--- config.mk ---
export PLATFORM = sky130hd
export DESIGN_NAME = cacheline_burst_adaptor
export DESIGN_NICKNAME = d
export VERILOG_FILES = /design/src/rtl/cacheline_burst_adaptor.sv
export SDC_FILE = /design/constraint.sdc
export NUM_CORES = 1
export LEC_CHECK = 0
export CORE_AREA = 4 4 272 274
export DETAILED_ROUTE_END_ITERATION = 6
export DIE_AREA = 0 0 276 278
export SKIP_CTS_REPAIR_TIMING = 1
export SYNTH_ARGS = -nofsm -noshare
export SYNTH_HDL_FRONTEND = slang
export SYNTH_SLANG_ARGS = --single-unit
--- constraint.sdc ---
create_clock -name clk -period 7.2 [get_ports clk]
set_input_delay 0.72 -clock clk [delete_from_list [all_inputs] [get_ports clk]]
set_output_delay 0.72 -clock clk [all_outputs]
set_load 0.03 [all_outputs]
--- src/rtl/cacheline_burst_adaptor.sv ---
// Memory-side responder for the cache's line port: one LINE_W read or write becomes a
// BEATS-beat burst on the memory port, then a one-cycle resp_o back to the cache.
module cacheline_burst_adaptor #(
    parameter int LINE_W = 256,
    parameter int BEAT_W = 64
) (
    input  logic              clk,
    input  logic              rst,
    input  logic [31:0]       address_i,
    input  logic              read_i,
    input  logic              write_i,
    input  logic [LINE_W-1:0] line_i,
    output logic [LINE_W-1:0] line_o,
    output logic              resp_o,
    output logic [31:0]       address_o,
    output logic              read_o,
    output logic              write_o,
    output logic [BEAT_W-1:0] burst_o,
    input  logic [BEAT_W-1:0] burst_i,
    input  logic              resp_i
);

    localparam int BEATS = LINE_W / BEAT_W;
    localparam int OFS   = $clog2(LINE_W / 8);
    localparam int K_W   = (BEATS > 1) ? $clog2(BEATS) : 1;
    localparam logic [K_W-1:0] K_LAST = K_W'(BEATS - 1);

    typedef enum logic [1:0] {IDLE, READ, WRITE, DONE} state_t;

    state_t            state_reg, state_next;
    logic [K_W-1:0]    k_reg, k_next;
    logic [31:0]       address_reg;
    logic [BEAT_W-1:0] line_reg [BEATS];
    logic [BEAT_W-1:0] wbuf_reg [BEATS];
    logic              accept;
    logic              load_wbuf;
    logic              unused_addr_bits;

    // Offset bits inside the line never reach memory; bursts are always line-aligned.
    assign unused_addr_bits = ^address_i[OFS-1:0];

    always_comb begin
        state_next = state_reg;
        k_next     = k_reg;
        accept     = 1'b0;
        load_wbuf  = 1'b0;
        case (state_reg)
            IDLE: begin
                // Write wins when both are raised so an illegal request cannot hang us.
                if (write_i) begin
                    state_next = WRITE;
                    accept     = 1'b1;
                    load_wbuf  = 1'b1;
                    k_next     = '0;
                end else if (read_i) begin
                    state_next = READ;
                    accept     = 1'b1;
                    k_next     = '0;
                end
            end
            READ, WRITE: begin
                if (resp_i) begin
                    k_next = k_reg + 1'b1;
                    if (k_reg == K_LAST) begin
                        state_next = DONE;
                    end
                end
            end
            DONE: begin
                state_next = IDLE;
            end
            default: begin
                state_next = IDLE;
            end
        endcase
    end

    always_ff @(posedge clk) begin
        if (rst) begin
            state_reg   <= IDLE;
            k_reg       <= '0;
            address_reg <= '0;
            for (int i = 0; i < BEATS; i++) begin
                line_reg[i] <= '0;
                wbuf_reg[i] <= '0;
            end
        end else begin
            state_reg <= state_next;
            k_reg     <= k_next;
            if (accept) begin
                address_reg <= {address_i[31:OFS], {OFS{1'b0}}};
            end
            if (load_wbuf) begin
                for (int i = 0; i < BEATS; i++) begin
                    wbuf_reg[i] <= line_i[i*BEAT_W +: BEAT_W];
                end
            end
            if (state_reg == READ && resp_i) begin
                line_reg[k_reg] <= burst_i;
            end
        end
    end

    // Memory-side controls decode from the state register only: no input-to-output paths.
    assign read_o    = (state_reg == READ);
    assign write_o   = (state_reg == WRITE);
    assign resp_o    = (state_reg == DONE);
    assign address_o = address_reg;
    assign burst_o   = (state_reg == WRITE) ? wbuf_reg[k_reg] : '0;

    generate
        for (genvar gi = 0; gi < BEATS; gi++) begin : g_line_out
            assign line_o[gi*BEAT_W +: BEAT_W] = line_reg[gi];
        end
    endgenerate

endmodule
==> results by group, run 1 <==
STA
  – Highest clock rate: 227 MHz
  – RSZ-0062 raised after global routing: no
  – Count of final setup violators: 0
  – Largest clock skew in the final design: about 0.016 ns
  – Worst hold slack: 0.452 ns
  – Hold Vio Cnt, Final: 0
  – Max-slew headroom: 0.260
  – Final-layout setup total negative slack: 0 ns
  – Count of final max-slew check failures: 0
  – Fraction of the cycle the final worst path needs: 0.613
  – Minimum clock period: roughly 4.4 ns
  – Slew at the pin closest to its max-slew limit: between 1 and 1.5 ns

Global route
  – Gr ovfl total: 0
  – Largest net degree at the start of global routing: around 160
  – Global-route usage over all layers: 0.179
  – Number of antenna violations at the first check in global routing: 23
  – Via count of the first global-routing pass: 14900
  – Wire length of the first global-routing pass: 103000 um

Place
  – Half-perimeter wire length after detailed placement: around 50000 um
  – Routability Congestion: approximately 0.84
  – Instance area after placement: a little over 0.03 mm^2
  – PortBufs: 701

Logic synthesis
  – Post-synth top area cell: edfxtp_1
  – Portion of netlist area occupied by mux cells: 0.0662
  – Proportion of register bits with asynchronous set or reset after synthesis: 0
  – Post-synthesis instance area: around 0.022 mm^2
  – Simple-gate portion of the synthesized area: 0.178
  – Flip-flop and latch count after synthesis: approximately 550
  – Gate Count Post-Synth: between 1000 and 1500
  – Leading cell types by count after synthesis: and2_1, edfxtp_1, mux4_2
  – XOR/XNOR Fraction of Synth Area: 0
  – Mean area per synthesized cell: between 15 and 20 um^2
  – Yosys Warn Count: 0
  – Yosys top cell area share: 0.691
  – Fraction of the yosys area taken by sequential cells: 0.721
  – Number of enable-type register cells in the synthesized netlist: 512
  – Leading cell type by number of instances after synthesis: and2_1
  – Fraction of the mapped netlist area in adder cells: 0.00281
  – Library cells used by synthesis: 34
  – Cell types occupying the most area after synthesis: edfxtp_1, and2_1, mux4_2, dfxtp_1, nand2_1
  – Post-synth top flop: edfxtp_1
  – Main combinational cell family by area after synthesis: simple AND/OR/NAND/NOR gates
  – Fraction of the mapped netlist area in compound gates: 0.00957

Clocking
  – CTS tree: built
  – Num CTS Buffers: 60
  – Source-to-sink clock delay at the later pin of the worst-skew pair: 0.62 ns
  – Worst-path clk slew: 0.06 ns
  – TritonCTS sink count: approximately 550
  – CTS Root Cell: clkbuf_16
  – Worst-case clock buffer depth: 3
  – Htree depth: 2

Worst setup path
  – Worst path required time: roughly 6.5 ns
  – R2R Path End: line_reg[1][33]
  – Launching point of the worst reg2reg path: state_reg[1]
  – Max stage delay cell, worst path: dfxtp_4
  – CP arrival: around 3.7 ns
  – Worst setup slack for register-to-register paths: about 4.1 ns
  – Cell depth of the worst flop-to-flop path: 7
  – Startpoint class of the critical path: flip-flop
  – Worst-path cell chain: buf_4, mux4_2, and2_1, clkdlybuf4s50_1
  – Setup CP Type: reg -> out
  – Maximum fanout count along the critical path: 43
  – Crit path largest cell delay: 0.96 ns
  – Type of destination of the critical path: output pin

Route
  – WL/cell: between 20 and 25 um
  – Count of TritonRoute iterations in the first routing pass: 5
  – Per-cell via count in the routed design: 4.51
  – DR vias: around 14000
  – DRC violation count after routing: 0
  – Final wirelength: just over 70000 um
  – DR iter-0 viols: 867
  – Antenna-violating nets left: 0

Run status
  – Outcome: finished clean

Power
  – Combinational Power Share: 0.208
  – Relative contribution of the clock network to total power: 0.333
  – Sequential share of power: 0.459
  – IR drop worst, VDD: around 0.21 mV
  – Internal power consumption: 6.54 mW
  – Switching power as a share of total power: 0.274
  – Total power divided by cell area: around 280 mW/mm^2
  – Switching component of the power: around 2.5 mW
  – Cell leakage power: about 12 nW

Die
  – Number of I/O pins: between 700 and 800
  – Floorplan Core Area: 0.0714 mm^2
  – Die H: roughly 280 um
  – Number of cell rows: 98
  – Floorplan die width: 276 um
  – Initial Utilization: 0.312
  – Die area: roughly 0.077 mm^2

Final layout
  – Final core utilization: 0.450
  – Synth-to-Final Area Change: 44.4%
  – Post-route cell area: roughly 0.032 mm^2
  – Number of nets in the final layout: about 2500
  – Share of layout cells above drive strength 1: 0.0846

Worst hold path
  – Destination of the worst hold path: address_o[17]
  – Hold Crit Class: reg -> reg
  – Source of the worst hold timing path: address_o[17]
  – Worst hold path cell count: 2

Run
  – Number of max-cap violations: 0
cells by family after synthesis:
| kind of cell | after synthesis |
|---|---|
| AOI/OAI and AO/OA | 39 |
| adders and majority gates | 5 |
| buffers and inverters | 94 |
| DFF | 545 |
| muxes | 67 |
| other | 1 |
| and+or+nand+nor | 649 |
area by class of cell:
class                           instances  area (um^2)
Fill cell                            6442        39300
Timing Repair Buffer                  716         7140
Inverter                                3         11.3
Clock buffer                           70         1550
Clock inverter                         40          367
Sequential cell                       545        16000
Tap cell                              950         1190
Antenna cell                            9         22.5
Multi-Input combinational cell        765         5780
worst max path at each step:
| stage | slack (ns) | cells past startpoint | to | start |
|---|---|---|---|---|
| final | 2.79 | 4 | burst_o[5] | flip-flop |
| after floorplan | 0.17 | 3 | wbuf_reg[0][0] | rst |
| after global routing | 2.48 | 4 | burst_o[5] | flip-flop |
| after detailed placement | 3.29 | 4 | burst_o[2] | flip-flop |
| after global placement | 3.30 | 4 | burst_o[5] | flip-flop |
| after CTS | 2.60 | 4 | burst_o[2] | flip-flop |
power groups by stage:
stage          clock network [mW]  logic (mW)  registers [mW]
5_1_grt                      3.23        2.01            4.19
6_report                     3.00        1.87            4.14
3_3_place_gp                    0        1.89            4.19
3_5_place_dp                    0        1.91            4.22
4_1_cts                      3.10        1.92            4.15
2_1_floorplan                   0       0.891            4.44
cells in the final DEF, fill, tap and decap left out, types with 2 or more instances in the layout:
master,synthesis,final
a21oi_1,30,30
and2_1,576,576
buf_4,6,14
bufinv_16,0,6
clkbuf_1,46,9
clkbuf_16,0,60
clkdlybuf4s50_1,0,700
clkinv_1,0,17
clkinv_2,0,11
clkinvlp_4,0,3
conb_1,1,5
dfxtp_1,33,31
dfxtp_4,0,2
diode_2,0,9
edfxtp_1,512,512
ha_1,5,4
inv_1,3,3
mux2i_1,3,3
mux4_2,64,64
nand2_1,59,58
nor2_4,1,3
o21ai_0,4,2
o21ai_4,0,2
or2_4,0,2
per-layer routing:
layer / routed length [um] / part of all wire / vias up / global-route usage
li1: - / - / 6340 / -
met1: 25300 / 0.35 / 6888 / 0.196
met2: 34600 / 0.48 / 601 / 0.298
met3: 8700 / 0.12 / 128 / 0.0938
met4: 2760 / 0.039 / 20 / 0.0676
met5: 128 / 0.0018 / - / 0
critical path: cells and delay by family, from the launching register on:
| family | cells | cell delay (ns) |
|---|---|---|
| and+or+nand+nor | 1 | 0.18 |
| buffers and inverters | 2 | 1.20 |
| DFF | 1 | 0.96 |
| muxes | 1 | 0.62 |
through the flow:
| step | std cells | power (mW) | worst slack, ns |
|---|---|---|---|
| 6_report | 3098 | 9.02 | 2.79 |
| 5_1_grt | 3095 | 9.43 | 2.48 |
| 2_1_floorplan | 1404 | 5.33 | 0.169 |
| 3_3_place_gp | 2979 | 6.08 | 3.30 |
| 3_5_place_dp | 2979 | 6.13 | 3.29 |
| 4_1_cts | 3089 | 9.17 | 2.60 |
Note: power is estimated with default switching activity, not from simulation.
==> inputs of run 2 (changes only) <==
--- a/config.mk
+++ b/config.mk
@@ -5,9 +5,9 @@
 export SDC_FILE = /design/constraint.sdc
 export NUM_CORES = 1
 export LEC_CHECK = 0
-export CORE_AREA = 4 4 272 274
+export CORE_AREA = 4 4 273 275
 export DETAILED_ROUTE_END_ITERATION = 6
-export DIE_AREA = 0 0 276 278
+export DIE_AREA = 0 0 277 279
 export SKIP_CTS_REPAIR_TIMING = 1
 export SYNTH_ARGS = -nofsm -noshare
 export SYNTH_HDL_FRONTEND = slang
==> constraint.sdc (replaced) <==
create_clock -name clk -period 4.3 [get_ports clk]
set_input_delay 0.43 -clock clk [delete_from_list [all_inputs] [get_ports clk]]
set_output_delay 0.43 -clock clk [all_outputs]
set_load 0.03 [all_outputs]
==> run 2 against run 1 <==
  * Setup slack got worse by 2.1 ns
  * Clock-buffer cell count increased by 8
  * Sequential cell count unchanged
  * Largest power group unchanged
==> results by group, run 2 (synthesis results as in run 1) <==
Route
  – Antenna-violating nets left: 0 (unchanged)
  – Per-cell via count in the routed design: 4.47 (-0.84%)
  – DR vias: 14000 (-0.072%)
  – DRC violation count after routing: 0 (unchanged)
  – Final wirelength: 72000 um (+0.66%)
  – DR iter-0 viols: 788 (-9.1%)
  – WL/cell: 23.1 um (-0.12%)
  – Count of TritonRoute iterations in the first routing pass: 5 (unchanged)

Die
  – Initial Utilization: 0.307 (-0.00420)
  – Die area: 0.0773 mm^2 (+0.72%)
  – Floorplan Core Area: 0.0723 mm^2 (+1.4%)
  – Number of cell rows: 99 (+1.0%)
  – Floorplan die width: 277 um (+0.36%)
  – Die H: 279 um (+0.36%)
  – Number of I/O pins: 712 (unchanged)

Clocking
  – Htree depth: 2 (unchanged)
  – Num CTS Buffers: 61 (+1.7%)
  – TritonCTS sink count: 545 (unchanged)
  – CTS Root Cell: clkbuf_16
  – Source-to-sink clock delay at the later pin of the worst-skew pair: 0.63 ns (about the same)
  – CTS tree: built
  – Worst-case clock buffer depth: 3 (unchanged)
  – Worst-path clk slew: 0.06 ns (about the same)

Power
  – Switching component of the power: 4.19 mW (+69%)
  – Sequential share of power: 0.463 (+0.004)
  – Total power divided by cell area: 464 mW/mm^2 (+65%)
  – Combinational Power Share: 0.216 (+0.008)
  – Internal power consumption: 10.7 mW (+64%)
  – IR drop worst, VDD: 0.315 mV (+51%)
  – Relative contribution of the clock network to total power: 0.321 (-0.012)
  – Cell leakage power: 11.7 nW (+0.27%)
  – Switching power as a share of total power: 0.280 (+0.00591)
  – Sum of internal, switching and leakage power: 14.9 mW (+66%)

STA
  – RSZ-0062 raised after global routing: no
  – Hold Vio Cnt, Final: 0 (unchanged)
  – Count of final setup violators: 0 (unchanged)
  – Fraction of the cycle the final worst path needs: 0.836
  – Highest clock rate: ~280 MHz
  – Minimum clock period: 3.59 ns
  – Slew at the pin closest to its max-slew limit: 1.15 ns (+0.0384 ns)
  – Worst hold slack: 0.370 ns (-0.0828 ns)
  – Count of final max-slew check failures: 0 (unchanged)
  – Max-slew headroom: 0.234 (-0.0256)
  – Final-layout setup total negative slack: 0 ns (unchanged)
  – Largest clock skew in the final design: 0.0391 ns (+0.0231 ns)

Place
  – PortBufs: 701 (unchanged)
  – Instance area after placement: 0.0304 mm^2 (+0.69%)
  – Half-perimeter wire length after detailed placement: 51300 um (+3.6%)
  – Routability Congestion: 0.841 (+0.26%)

Worst setup path
  – Cell depth of the worst flop-to-flop path: 6 (-1)
  – Maximum fanout count along the critical path: 24 (-44%)
  – CP arrival: 3.16 ns (-0.53 ns)
  – Setup CP Type: reg -> out
  – Launching point of the worst reg2reg path: state_reg[1]
  – Worst path required time: 3.87 ns (-2.61 ns)
  – Startpoint class of the critical path: flip-flop
  – Type of destination of the critical path: output pin

Worst hold path
  – Source of the worst hold timing path: address_i[10]
  – Worst hold path cell count: 3 (+1)
  – Hold Crit Class: in -> reg

Global route
  – Gr ovfl total: 0 (unchanged)
  – Global-route usage over all layers: 0.179 (about the same)
  – Wire length of the first global-routing pass: 103000 um (-0.25%)
  – Largest net degree at the start of global routing: 101 (-37%)
  – Via count of the first global-routing pass: 15000 (+0.97%)
  – Number of antenna violations at the first check in global routing: 23 (unchanged)

Final layout
  – Most common library cell in the layout ignoring fill and taps: clkdlybuf4s50_1
  – Synth-to-Final Area Change: 44.8%
  – Final core utilization: 0.445 (-0.00456)
  – Post-route cell area: 0.0322 mm^2 (+0.34%)
  – Top library cells by usage in the layout, fill and taps aside: clkdlybuf4s50_1, and2_1, edfxtp_1, mux4_2, clkbuf_16
  – Number of nets in the final layout: 2467 (+0.57%)
  – Share of layout cells above drive strength 1: 0.0870 (+0.00240)

Run
  – Number of max-cap violations: 0 (unchanged)

Run status
  – Outcome: finished clean
## run 2: power groups by stage
stage          clock, mW  combinational [mW]  sequential [mW]
2_1_floorplan          0                1.50             7.33
3_3_place_gp           0                3.27             6.99
3_5_place_dp           0                3.30             7.03
4_1_cts             4.95                3.31             6.93
5_1_grt             5.16                3.46             6.98
6_report            4.79                3.23             6.91
## run 2: cell type report
type / instances / area, um^2
fill: 6488 / 40100
sequential: 545 / 16000
timing repair buffer: 729 / 7330
multi-input combinational: 765 / 5780
clock buffer: 78 / 1590
tap: 959 / 1200
clock inverter: 29 / 214
antenna: 14 / 35.0
inverter: 3 / 11.3
## run 2: worst paths after layout
check                                       end  slack [ns]
worst max-delay path                burst_o[28]        0.71
worst min-delay path              address_o[10]        0.37
worst max register to register  line_reg[1][10]        1.89
worst min register to register    address_o[11]        0.45
## run 2: through the flow
step	std cells	setup WS, ns
floorplan	1404	-0.0412
global placement	3001	1.26
detailed placement	3001	1.25
CTS	3108	0.548
global route	3113	0.501
finish	3122	0.707
## run 2: worst max-delay path: stages (launching register included)
cell             delay [ns]
dfxtp_4                0.71
buf_4                  0.42
mux4_2                 0.60
and2_1                 0.20
clkdlybuf4s50_1        0.59
## run 2: metal layers
metal | up-vias | routed length (um) | part of all wire | GRT usage
li1 | 6374 | - | - | -
met5 | - | 87 | 0.0012 | 0
met3 | 132 | 9400 | 0.13 | 0.103
met1 | 6875 | 25100 | 0.35 | 0.189
met4 | 16 | 2620 | 0.036 | 0.0652
met2 | 570 | 34700 | 0.48 | 0.299
